**src/rtl/pipeline_ctrl.sv**
```systemverilog
// rtl/pipeline_ctrl.sv - run/step/halt controller driving the pipeline enable
// Optional executed-cycle counter enabled by defining PIPE_CTRL_CYCLE_COUNT_EN;
// without it o_cycle_count is tied to zero and CLEAR only changes state.
module pipeline_ctrl #(
  parameter int NB_STEP   = 8,
  parameter int NB_CYCLES = 32
) (
  input  logic                 i_clock,
  input  logic                 i_reset,
  input  logic                 i_cmd_valid,
  input  logic [1:0]           i_cmd,
  input  logic [NB_STEP-1:0]   i_step_count,
  input  logic                 i_halt_detected,
  output logic                 o_pipeline_enable,
  output logic [1:0]           o_state,
  output logic                 o_done,
  output logic                 o_cmd_error,
  output logic [NB_CYCLES-1:0] o_cycle_count
);

  typedef enum logic [1:0] {
    ST_IDLE = 2'b00,
    ST_RUN  = 2'b01,
    ST_STEP = 2'b10,
    ST_DONE = 2'b11
  } state_t;

  localparam logic [1:0] CMD_CLEAR = 2'b00;
  localparam logic [1:0] CMD_RUN   = 2'b01;
  localparam logic [1:0] CMD_STEP  = 2'b10;
  localparam logic [1:0] CMD_HALT  = 2'b11;

  state_t               state_q;
  logic                 enable_q;
  logic                 done_q;
  logic                 cmd_error_q;
  logic [NB_STEP-1:0]   step_q;

  // FSM: retired halt has top priority, then HALT command, then step expiry.
  // An illegal command arriving in the same cycle as a termination is dropped
  // so done and cmd_error never coincide.
  always_ff @(posedge i_clock or negedge i_reset) begin
    if (!i_reset) begin
      state_q     <= ST_IDLE;
      enable_q    <= 1'b0;
      done_q      <= 1'b0;
      cmd_error_q <= 1'b0;
      step_q      <= '0;
    end else begin
      done_q      <= 1'b0;
      cmd_error_q <= 1'b0;
      unique case (state_q)
        ST_IDLE: begin
          if (i_cmd_valid) begin
            if (i_cmd == CMD_RUN) begin
              state_q  <= ST_RUN;
              enable_q <= 1'b1;
            end else if (i_cmd == CMD_STEP) begin
              state_q  <= ST_STEP;
              enable_q <= 1'b1;
              step_q   <= (i_step_count == '0) ? NB_STEP'(1) : i_step_count;
            end
          end
        end
        ST_RUN: begin
          if (i_halt_detected) begin
            state_q  <= ST_DONE;
            enable_q <= 1'b0;
            done_q   <= 1'b1;
          end else if (i_cmd_valid) begin
            if (i_cmd == CMD_HALT) begin
              state_q  <= ST_IDLE;
              enable_q <= 1'b0;
              done_q   <= 1'b1;
            end else begin
              cmd_error_q <= 1'b1;
            end
          end
        end
        ST_STEP: begin
          if (i_halt_detected) begin
            state_q  <= ST_DONE;
            enable_q <= 1'b0;
            done_q   <= 1'b1;
            step_q   <= '0;
          end else if (i_cmd_valid && i_cmd == CMD_HALT) begin
            state_q  <= ST_IDLE;
            enable_q <= 1'b0;
            done_q   <= 1'b1;
            step_q   <= '0;
          end else if (step_q == NB_STEP'(1)) begin
            state_q  <= ST_IDLE;
            enable_q <= 1'b0;
            done_q   <= 1'b1;
            step_q   <= '0;
          end else begin
            step_q <= step_q - NB_STEP'(1);
            if (i_cmd_valid) begin
              cmd_error_q <= 1'b1;
            end
          end
        end
        ST_DONE: begin
          if (i_cmd_valid) begin
            if (i_cmd == CMD_CLEAR) begin
              state_q <= ST_IDLE;
            end else begin
              cmd_error_q <= 1'b1;
            end
          end
        end
        default: begin
          state_q  <= ST_IDLE;
          enable_q <= 1'b0;
        end
      endcase
    end
  end

  assign o_state           = state_q;
  assign o_pipeline_enable = enable_q;
  assign o_done            = done_q;
  assign o_cmd_error       = cmd_error_q;

`ifdef PIPE_CTRL_CYCLE_COUNT_EN
  logic                 clear_evt;
  logic [NB_CYCLES-1:0] cycles_q;
  logic [NB_CYCLES-1:0] cycles_d;

  assign clear_evt = i_cmd_valid && (i_cmd == CMD_CLEAR) &&
                     (state_q == ST_IDLE || state_q == ST_DONE);

  // Next count: CLEAR zeroes, otherwise count enabled cycles and saturate.
  always_comb begin
    cycles_d = cycles_q;
    if (clear_evt) begin
      cycles_d = '0;
    end else if (enable_q && cycles_q != '1) begin
      cycles_d = cycles_q + NB_CYCLES'(1);
    end
  end

  // Executed-cycle counter register.
  always_ff @(posedge i_clock or negedge i_reset) begin
    if (!i_reset) begin
      cycles_q <= '0;
    end else begin
      cycles_q <= cycles_d;
    end
  end

  assign o_cycle_count = cycles_q;
`else
  assign o_cycle_count = '0;
`endif

endmodule

```
**config.mk**
```make
export PLATFORM = sky130hd
export DESIGN_NAME = pipeline_ctrl
export DESIGN_NICKNAME = d
export VERILOG_FILES = /design/src/rtl/pipeline_ctrl.sv
export SDC_FILE = /design/constraint.sdc
export NUM_CORES = 1
export LEC_CHECK = 0
export BUFFER_PORTS_ARGS = -buffer_cell sky130_fd_sc_hd__buf_2
export CORE_AREA = 8 8 60 62
export CTS_CLUSTER_DIAMETER = 30
export CTS_CLUSTER_SIZE = 10
export DETAILED_ROUTE_END_ITERATION = 8
export DIE_AREA = 0 0 68 70
export GPL_ROUTABILITY_DRIVEN = 0
export PLACE_DENSITY_LB_ADDON = 0.12
export SKIP_CTS_REPAIR_TIMING = 1
export SYNTH_ARGS = -nofsm -noshare
export SYNTH_HDL_FRONTEND = slang
export SYNTH_SLANG_ARGS = --single-unit
```
**constraint.sdc**
```tcl
create_clock -name i_clock -period 2.7 [get_ports i_clock]
set_clock_uncertainty 0.1 [all_clocks]
set_input_delay 0.405 -clock i_clock [delete_from_list [all_inputs] [get_ports i_clock]]
set_output_delay 0.405 -clock i_clock [all_outputs]
set_load 0.01 [all_outputs]
```
==> results.cfg <==
[place]
dp_hpwl_mm = 2.056
port_buffers = 18
pre_cts_ws_ns = 0.5051
dpl_cell_area_um2 = 1239

[routing]
dr_total_vias = 969
drt-total-wl_mm = 2.519
drtPass1Iterations = 5
drc = 0
ant_nets = 0
first_iter_violations = 33
wl_per_cell_um = 13.33
vias_per_cell = 5.127

[final_layout]
final_cell_mix = conb_1 (32), buf_2 (18), inv_1 (14)
n_antenna_cell = 0
post_route_cells_drive_above_1_share_pct = 17.09
final_nets = 184
mostFrequentLayoutCell = conb_1
areaGrowthSynthToFinish_pct = 2.412
final_cell_area_um2 = 1275

[floorplan]
dieArea_um2 = 4760
die_y_um = 70
rows = 19
core_area_um2 = 2663
ioPinCount = 51
die_w_um = 68
start_util_pct = 46.76

[worst_setup_path]
critPathMaxStageDelay_ns = 0.58
worstPathRequired_ns = 2.78
end_kind = flop
worstPathCellList = or4_4, o311ai_4, buf_4, or2b_1, and3_1
cp-start-kind = flop
slowest_stage = or4_4
arrival_ns = 2.26
r2r-start = step_q[3]
setup.worst_path.class = flop to flop
critPathMaxFanout = 14
crit_start = step_q[3]

[clock_network]
cts_root_buf = clkbuf_4
cts_sinks = 13
cts_buffers = 3
cts_tree = yes
htreeDepth = 1
clk_pin_slew_ns = 0.08
cts_buffer_depth = 2
clock_latency_ns = 0.29

[timing]
finalHoldViolations = 0
grt_setup_unrepaired = no
fin_setup_tns_ns = 0
slew_viol_final = 0
timing.final.ws_setup_ns = 0.5178
post-route-period-util_pct = 80.82
period_minus_slack_ns = 2.182
timing.fmax_ghz = 0.4583
setup_viol_count_final = 0

[power_and_ir_drop]
p_int_w = 0.0006378
switching_share_pct = 45.07
p_seq_share_pct = 33.4
pwr-share-clk_pct = 10.8
pwr-share-comb_pct = 55.8
p_per_area_nw_per_um2 = 910.6
p_leak_nw = 0.6646
switchingPower_w = 0.0005233
peakVddDrop_uv = 507.6

[min_path]
hp-class = input port to flop
holdCritStartpoint = i_cmd_valid

[logic_synthesis]
synthFlopType = dfrtp_1
synthArstFlopShare_pct = 100.0
synth_cells = 138
synth_edf_count = 0
ys_ff_latch = 13
syn_area_um2 = 1245
ys_seq_area_share_pct = 26.13
synth_cell_types = 38
synth.avg_cell_area_um2 = 9.021
yosysWarnings = 0

[grt]
grt_antenna_before_repair = 0
grt_util_met1_pct = 13.65
grt_max_degree = 17
grt_use_met2_pct = 16.60
overflow = 0
grt_busiest_layer = met2
gr-usage-all-layers_pct = 10.66
use_met3_pct = 2.392
grt_pass1_wl_mm = 4.160
grt_pass1_vias = 928

[status]
status = complete, no violations

[job]
maxCapViolations = 0
[power groups by stage]
stage	clock network [W]	logic (W)	registers [W]
6_report	0.000125	0.000648	0.000388
5_1_grt	0.000139	0.000732	0.000402
4_1_cts	0.000129	0.000654	0.000386
3_5_place_dp	0	0.000651	0.000390
3_3_place_gp	0	0.000655	0.000387
2_1_floorplan	0	0.000541	0.000374
[flip-flops by register name, summed over array words and instances, names as in the netlist]
register,count
o_pipeline_enable,1
o_cmd_error,1
o_state,2
o_done,1
step_q,8
[cell type report]
class	instances	area [µm²]
clock buffers	4	26.28
multi-input cells	106	716.9
flip-flops and latches	13	325.3
inverters	14	52.55
well taps	31	38.79
repair buffers	21	115.1
fillers	271	1388
[worst max-delay path: cells and delay by family (launching register included)]
family | cells | cell delay (ns)
AOI/OAI and AO/OA | 1 | 0.29
buffers and inverters | 1 | 0.24
DFF | 1 | 0.47
and+or+nand+nor | 3 | 0.98
[routing by layer]
metal,share of wire (%),vias to the layer above,wire length (µm)
met2,47,41,1192
met1,42,457,1057
li1,-,466,-
met3,9.3,5,234
met4,1.4,0,35
met5,0,-,0
[metrics by stage]
step	std cells	power [W]	util, %	hold WS (ns)
after floorplan	169	0.0009148	-	0.009409
after detailed placement	184	0.001041	46.52	0.2155
final	189	0.001161	47.89	0.3264
after global routing	189	0.001273	47.89	0.3248
after CTS	188	0.001169	47.51	-0.09317
after global placement	184	0.001041	46.52	0.2118
[synthesized netlist by cell type (all sizes together), types with 3 or more instances]
library cell | number | area [µm²]
buf | 34 | 259.0
nor3 | 3 | 15.01
o32ai | 3 | 26.28
or4 | 3 | 26.27
o21ai | 8 | 40.04
inv | 14 | 52.55
dfrtp | 13 | 325.3
a22o | 6 | 52.55
nand2b | 4 | 25.02
ha | 11 | 137.6
nand2 | 4 | 15.01
[cell families (layout without fill, tap and decap cells)]
logic type	Yosys count	count (layout)	share of synthesized area [%]
other	1	32	0.3012
multiplexers	3	3	2.513
AND/OR/NAND/NOR	27	27	13.57
buffers and inverters	50	39	25.63
adder cells (fa/ha/maj)	11	11	11.06
AO/OA/AOI/OAI	33	33	20.81
flip-flops	13	13	26.13
[worst paths after layout]
kind	end	slack, ns	cells after the start
hold / removal	o_cmd_error	0.33	2
min in group asynchronous	step_q[2]	0.43	2
max in group asynchronous	o_cmd_error	1.84	2
setup reg to reg	o_cmd_error	0.52	5
hold reg to reg	o_pipeline_enable	0.42	2
setup / recovery	o_cmd_error	0.52	5
Note: power is estimated with default switching activity, not from simulation.
